===== src/rtl/simd_pkg.sv =====
// Shared constants, beat flag bundle and the signed saturation helper for the SIMD MAC path.
package simd_pkg;

    localparam int SIMD_DATA_WIDTH = 64;
    localparam int LANE_W          = 16;
    localparam int LANES           = SIMD_DATA_WIDTH / LANE_W;
    localparam int MUL_W           = LANE_W + 1;
    localparam int PROD_W          = 2 * MUL_W;
    localparam int SUM_W           = PROD_W + 2;
    localparam int WIDE_W          = 65;

    typedef struct packed {
        logic clr;
        logic last;
        logic sgn;
    } mac_flags_t;

    // Clamp a wide signed value into the signed range of 'width' bits.
    function automatic logic signed [WIDE_W-1:0] sat_clamp(
        input logic signed [WIDE_W-1:0] value,
        input int                       width
    );
        logic signed [WIDE_W-1:0] max_v;
        logic signed [WIDE_W-1:0] min_v;
        max_v = (65'sd1 <<< (width - 32'sd1)) - 65'sd1;
        min_v = ~max_v;
        if (value > max_v) begin
            sat_clamp = max_v;
        end else if (value < min_v) begin
            sat_clamp = min_v;
        end else begin
            sat_clamp = value;
        end
    endfunction

endpackage


===== src/rtl/simd_mul_lane.sv =====
// One lane multiplier: 17x17 signed operands (already sign/zero extended) to a full-width product.
module simd_mul_lane
    import simd_pkg::*;
(
    input  logic signed [MUL_W-1:0]  a_i,
    input  logic signed [MUL_W-1:0]  b_i,
    output logic signed [PROD_W-1:0] p_o
);

    // Full product width so 0xFFFF x 0xFFFF unsigned lanes never wrap.
    assign p_o = PROD_W'(a_i) * PROD_W'(b_i);

endmodule


===== src/rtl/simd_mac_accum.sv =====
// Two-stage SIMD MAC: S1 registers lane products, S2 sums, accumulates with saturation
// and holds one result per chain for the writeback handshake.
module simd_mac_accum
    import simd_pkg::*;
#(
    parameter int ACC_W = 48
) (
    input  logic                       clk,
    input  logic                       rst_n,
    input  logic                       in_valid,
    output logic                       in_ready,
    input  logic [SIMD_DATA_WIDTH-1:0] shuf_data,
    input  logic [SIMD_DATA_WIDTH-1:0] coeff,
    input  logic                       in_signed,
    input  logic                       in_clr,
    input  logic                       in_last,
    output logic                       out_valid,
    input  logic                       out_ready,
    output logic [SIMD_DATA_WIDTH-1:0] out_data,
    output logic                       out_sat
);

    localparam int ACC1_W = ACC_W + 1;

    logic signed [PROD_W-1:0]   mul_p_s   [LANES];
    logic signed [PROD_W-1:0]   s1_prod_q [LANES];
    logic signed [PROD_W-1:0]   s1_prod_d [LANES];
    mac_flags_t                 s1_flags_q, s1_flags_d;
    logic                       s1_valid_q, s1_valid_d;
    logic signed [ACC_W-1:0]    acc_q, acc_d;
    logic                       sticky_q, sticky_d;
    logic                       out_valid_q, out_valid_d;
    logic [SIMD_DATA_WIDTH-1:0] out_data_q, out_data_d;
    logic                       out_sat_q, out_sat_d;

    logic                       s1_adv_s;
    logic                       accept_s;
    logic signed [SUM_W-1:0]    lane_sum_s;
    logic signed [ACC1_W-1:0]   base_s;
    logic signed [ACC1_W-1:0]   nxt_s;
    logic signed [WIDE_W-1:0]   nxt_wide_s;
    logic signed [WIDE_W-1:0]   clamp_s;
    logic signed [ACC_W-1:0]    acc_nxt_s;
    logic                       sat_s;
    logic                       sticky_nxt_s;
    logic                       unused_s;

    // Only a last beat facing a still-unconsumed result blocks the pipe.
    assign s1_adv_s = s1_valid_q & ~(s1_flags_q.last & out_valid_q & ~out_ready);
    assign in_ready = ~s1_valid_q | s1_adv_s;
    assign accept_s = in_valid & in_ready;

    for (genvar g = 0; g < LANES; g++) begin : g_lane
        logic signed [MUL_W-1:0] a_s;
        logic signed [MUL_W-1:0] b_s;
        assign a_s = {in_signed & shuf_data[g*LANE_W + LANE_W - 1], shuf_data[g*LANE_W +: LANE_W]};
        assign b_s = {in_signed & coeff[g*LANE_W + LANE_W - 1], coeff[g*LANE_W +: LANE_W]};
        simd_mul_lane u_mul (
            .a_i (a_s),
            .b_i (b_s),
            .p_o (mul_p_s[g])
        );
    end

    // Adder tree, chain base selection and saturating accumulate for the beat in S1.
    always_comb begin
        lane_sum_s = '0;
        for (int i = 0; i < LANES; i++) begin
            lane_sum_s = lane_sum_s + SUM_W'(s1_prod_q[i]);
        end
        base_s       = s1_flags_q.clr ? '0 : ACC1_W'(acc_q);
        nxt_s        = base_s + ACC1_W'(lane_sum_s);
        nxt_wide_s   = WIDE_W'(nxt_s);
        clamp_s      = sat_clamp(nxt_wide_s, ACC_W);
        sat_s        = (clamp_s != nxt_wide_s);
        acc_nxt_s    = clamp_s[ACC_W-1:0];
        sticky_nxt_s = (s1_flags_q.clr ? 1'b0 : sticky_q) | sat_s;
    end

    assign unused_s = ^{s1_flags_q.sgn, clamp_s[WIDE_W-1:ACC_W]};

    // S1 next state: a new beat overwrites S1 even when the old one advances that edge.
    always_comb begin
        s1_valid_d = s1_valid_q;
        s1_prod_d  = s1_prod_q;
        s1_flags_d = s1_flags_q;
        if (accept_s) begin
            s1_valid_d     = 1'b1;
            s1_prod_d      = mul_p_s;
            s1_flags_d.clr  = in_clr;
            s1_flags_d.last = in_last;
            s1_flags_d.sgn  = in_signed;
        end else if (s1_adv_s) begin
            s1_valid_d = 1'b0;
        end else begin
            s1_valid_d = s1_valid_q;
        end
    end

    // S2 next state: accumulator always follows S1; output loads on last, clears on handshake.
    always_comb begin
        acc_d       = acc_q;
        sticky_d    = sticky_q;
        out_valid_d = out_valid_q;
        out_data_d  = out_data_q;
        out_sat_d   = out_sat_q;
        if (s1_adv_s) begin
            acc_d    = acc_nxt_s;
            sticky_d = sticky_nxt_s;
        end else begin
            acc_d    = acc_q;
            sticky_d = sticky_q;
        end
        if (s1_adv_s && s1_flags_q.last) begin
            out_valid_d = 1'b1;
            out_data_d  = SIMD_DATA_WIDTH'(acc_nxt_s);
            out_sat_d   = sticky_nxt_s;
        end else if (out_valid_q && out_ready) begin
            out_valid_d = 1'b0;
        end else begin
            out_valid_d = out_valid_q;
        end
    end

    // State registers with synchronous active-low reset.
    always_ff @(posedge clk) begin
        if (!rst_n) begin
            s1_valid_q  <= 1'b0;
            s1_flags_q  <= '0;
            for (int i = 0; i < LANES; i++) begin
                s1_prod_q[i] <= '0;
            end
            acc_q       <= '0;
            sticky_q    <= 1'b0;
            out_valid_q <= 1'b0;
            out_data_q  <= '0;
            out_sat_q   <= 1'b0;
        end else begin
            s1_valid_q  <= s1_valid_d;
            s1_flags_q  <= s1_flags_d;
            s1_prod_q   <= s1_prod_d;
            acc_q       <= acc_d;
            sticky_q    <= sticky_d;
            out_valid_q <= out_valid_d;
            out_data_q  <= out_data_d;
            out_sat_q   <= out_sat_d;
        end
    end

    assign out_valid = out_valid_q;
    assign out_data  = out_data_q;
    assign out_sat   = out_sat_q;

endmodule

===== config.mk =====
export PLATFORM = sky130hd
export DESIGN_NAME = simd_mac_accum
export DESIGN_NICKNAME = d
export VERILOG_FILES = /design/src/rtl/simd_pkg.sv /design/src/rtl/simd_mul_lane.sv /design/src/rtl/simd_mac_accum.sv
export SDC_FILE = /design/constraint.sdc
export NUM_CORES = 2
export LEC_CHECK = 0
export ABC_AREA = 1
export BUFFER_PORTS_ARGS = -buffer_cell sky130_fd_sc_hd__clkbuf_2
export CORE_ASPECT_RATIO = 0.8
export CORE_MARGIN = 10
export CORE_UTILIZATION = 60
export CTS_BUF_LIST = sky130_fd_sc_hd__clkbuf_4 sky130_fd_sc_hd__clkbuf_8
export CTS_CLUSTER_SIZE = 14
export DETAILED_ROUTE_END_ITERATION = 8
export PLACE_DENSITY = 0.89
export SLEW_MARGIN = 10
export SYNTH_ARGS = -nofsm -noshare
export SYNTH_HDL_FRONTEND = slang
export SYNTH_SLANG_ARGS = --single-unit

===== constraint.sdc =====
create_clock -name clk -period 5.8 [get_ports clk]
set_input_delay 0.29 -clock clk [delete_from_list [all_inputs] [get_ports clk]]
set_output_delay 0.29 -clock clk [all_outputs]
set_load 0.05 [all_outputs]

==> flow_summary.ini <==
[yosys]
syn_avg_cell_area_um2 = 7.62
synth.yosys.warnings = 0
synth_top_area_cell = fa_1
largest_family_of_logic_cells_by_synthesized_area = adder cells
synth_xor_xnor_area_share_pct = 1.94
mapped_cells = 8170
proportion_of_netlist_area_held_by_the_largest_area_contributor_pct = 41.8
synth_simple_gate_area_share_pct = 17.9
ys_types = 42
share_of_synthesized_area_occupied_by_flip_flops_and_latches_pct = 7.65
synth_async_sr_flop_share_pct = 0
yosys.area_share.adder_pct = 49.6
post_synth_edffs = 0
ys.flop_type = dfxtp_1
net_count_after_synthesis = 9994
synth_compound_area_share_pct = 5.93
post_synth_instance_area_um2 = 62300
synth_seq_cells = 238
synthTopCellsByArea = fa_1, inv_1, nand2_1
post_synth_mux_area_share_pct = 0

[detailed_routing]
detail_route.iter0.violations = 5510
post_route_antenna_net_violation_count = 0
drt-vias-per-instance = 5.37
overall_via_count_from_detail_route = 52974
finalWirelength_mm = 172
detail_route.drc_violations = 0
wl_per_cell_um = 17.4
dr.pass1.iters = 8

[floorplanning]
die_h_um = 308
dieWidth_um = 380
fp.dieArea_um2 = 117000
io_pins = 202
fp-row-count = 105
core_region_area_um2 = 103000
initial_utilization_pct = 60.6

[worst_setup_path]
crit_path_start_kind = input pin
critical_path.slowest_cell = fa_1
worst_setup_path_endpoint = s1_prod_q[55]$_SDFFE_PN0P_
r2r_cells = 23
crit_family = adder cells
crit_type = input pin to flop
rr_endpoint = out_data[31]$_SDFFE_PN0P_
cp_num_buf_inv = 8
worstPathRequired_ps = 6290
reg2reg_from = s1_prod_q[1]$_SDFFE_PN0P_
reg2reg_setup_slack_ps = 570
end_kind = flop
worst_path_largest_cell_delay_ps = 490
cp_max_fo = 7
critical_path_depth = 24
critical-path-top-cell-by-count = fa_1
worst_ep_arrival_time_ps = 6100
startpoint = in_signed
cp_cell_sequence = clkbuf_2, buf_12, buf_12, nand2_1, or2_2, fa_1, fa_1, inv_1, fa_1, inv_1, fa_1, fa_1, inv_1, fa_1, ha_1, a21oi_1, o21ai_0, a21oi_1, o21ai_0, buf_4, a21oi_1, xnor2_1, o21ai_0, inv_1

[finish]
flow.area_growth_from_synthesis_pct = 8.34
seqCellArea_um2 = 4760
fillers = 8222
combined_area_of_the_multi_input_logic_cells_um2 = 47000
layout-drive-gt1-share_pct = 10.2
final_cells = 9873
final_net_count = 10276

[placed_design]
detailed_place_hpwl_mm = 147
gp_congestion = 1.01
portBuffers = 201
placedCellCount = 9800

[grt]
grt_pass1_wl_mm = 286
grt_max_degree = 99
antenna_found_initial = 2
gr-usage-all-layers_pct = 29.8
grt_pass1_vias = 56437
globalRoute.totalOverflow = 0

[job]
max_cap_viol_count = 0

[timing]
timing.final.hold_violations = 0
finalSetupViolCount = 0
timing.final.crit_share_pct = 96.9
tightestPinTransition_ps = 1090
drv_slew = 0
fmaxAchievable_mhz = 178
slew_headroom_pct = 27.0
finalHoldWorstSlack_ps = 37.5
setup_repair_after_global_routing_missed_its_margin = no
final.setup_skew_ps = 63.0
period_minus_slack_ps = 5620

[cts]
num_clock_sinks = 238
cts_tree = built
clock_tree.root_cell = clkbuf_8
cts_htree_levels = 2
worstSkewPairLatency_ps = 620
cts_inserted_buffers = 40
cts_setup_buffers = 0
path_clk_slew_ps = 60
cts_max_path_buffers = 3

[outcome]
result_of_the_run = finished, final reports clean

[worst_hold_path]
hold_path_class = input pin to flop
==> flip-flops by register name (all words and copies together) (netlist names) <==
| register | count |
|---|---|
| acc_q | 48 |
| out_data | 48 |
| out_sat | 1 |
| out_valid | 1 |
| s1_flags_q | 2 |
| s1_prod_q | 136 |
| s1_valid_q | 1 |
| sticky_q | 1 |
==> cells in the mapped netlist, drive strengths merged, types with 7 or more instances <==
| cell | count |
|---|---|
| o21a | 55 |
| o21ai | 202 |
| nor3 | 37 |
| o211ai | 12 |
| xnor2 | 59 |
| nand2 | 1875 |
| a31o | 7 |
| ha | 389 |
| nand4 | 49 |
| dfxtp | 238 |
| buf | 51 |
| a21o | 27 |
| fa | 1300 |
| or2 | 65 |
| nand3 | 239 |
| a21oi | 301 |
| a31oi | 7 |
| inv | 2398 |
| a21boi | 11 |
| o21bai | 31 |
| nor2 | 402 |
| xor2 | 79 |
| clkbuf | 321 |
==> what timing repair did <==
action,in CTS,in global routing
endpoints found under the hold margin,1,0
endpoints found under the setup margin,0,2
hold buffers,1,0
gates resized for setup,0,2
==> metal layers <==
metal  global-route usage (%)  vias up  part of all wire (%)
met1                     40.9    25699                    40
met5                        0        -                     0
met2                     47.7     2817                    45
met3                     5.57      510                    10
met4                     9.47        0                   3.6
li1                         -    23948                     -
==> layout make-up <==
| cell class | instances | area share (%) |
|---|---|---|
| tap | 1391 | 2.58 |
| clock inverter | 11 | 0.159 |
| antenna | 2 | 0.00742 |
| inverter | 2400 | 13.4 |
| multi-input combinational | 5160 | 69.6 |
| timing repair buffer | 612 | 6.16 |
| clock buffer | 59 | 1.07 |
| sequential | 238 | 7.06 |
==> placed cells by master, fill, tap and decap left out, drive strengths merged, types with 79 or more instances in the layout <==
master and instances:
a21oi 301, buf 411, clkbuf 259, dfxtp 238, fa 1300, ha 389, inv 2400, nand2 1875
nand3 239, nor2 402, o21ai 202, xor2 79
==> cells by family after synthesis <==
family | count (synthesis)
compound gates | 658
xor+xnor | 138
fa+ha+maj | 1689
flops | 238
simple gates | 2675
buf+inv | 2772
==> worst min-delay path, delay by kind of cell <==
| family | cells | cell delay [ps] |
|---|---|---|
| AOI/OAI and AO/OA | 2 | 200 |
| buffers and inverters | 1 | 80 |
==> worst min path at each step <==
stage / start / to / slack [ps] / cells after the start
2_1_floorplan: in_last / s1_flags_q[1]$_SDFFE_PN0P_ / 430 / 2
3_3_place_gp: s1_prod_q[102]$_SDFFE_PN0P_ / s1_prod_q[102]$_SDFFE_PN0P_ / 480 / 2
3_5_place_dp: s1_prod_q[102]$_SDFFE_PN0P_ / s1_prod_q[102]$_SDFFE_PN0P_ / 470 / 2
4_1_cts: in_clr / s1_flags_q[2]$_SDFFE_PN0P_ / 20 / 3
5_1_grt: rst_n / s1_prod_q[42]$_SDFFE_PN0P_ / 90 / 3
6_report: in_clr / s1_flags_q[2]$_SDFFE_PN0P_ / 40 / 3
==> stage by stage <==
stage | worst slack [ps] | util, % | cell area (um2) | setup TNS [ps]
after detailed placement | -366 | 64.8 | 66600 | -6130
final | 181 | 65.7 | 67500 | 0
after floorplan | 98.0 | - | 62300 | 0
after global placement | -279 | 64.8 | 66600 | -1690
after global routing | 12.8 | 65.7 | 67500 | 0
after CTS | 211 | 65.7 | 67500 | 0
Power is left out: the tool's default activity adds up to more than one toggle a clock period on the data nets, which glitch-free logic cannot reach.
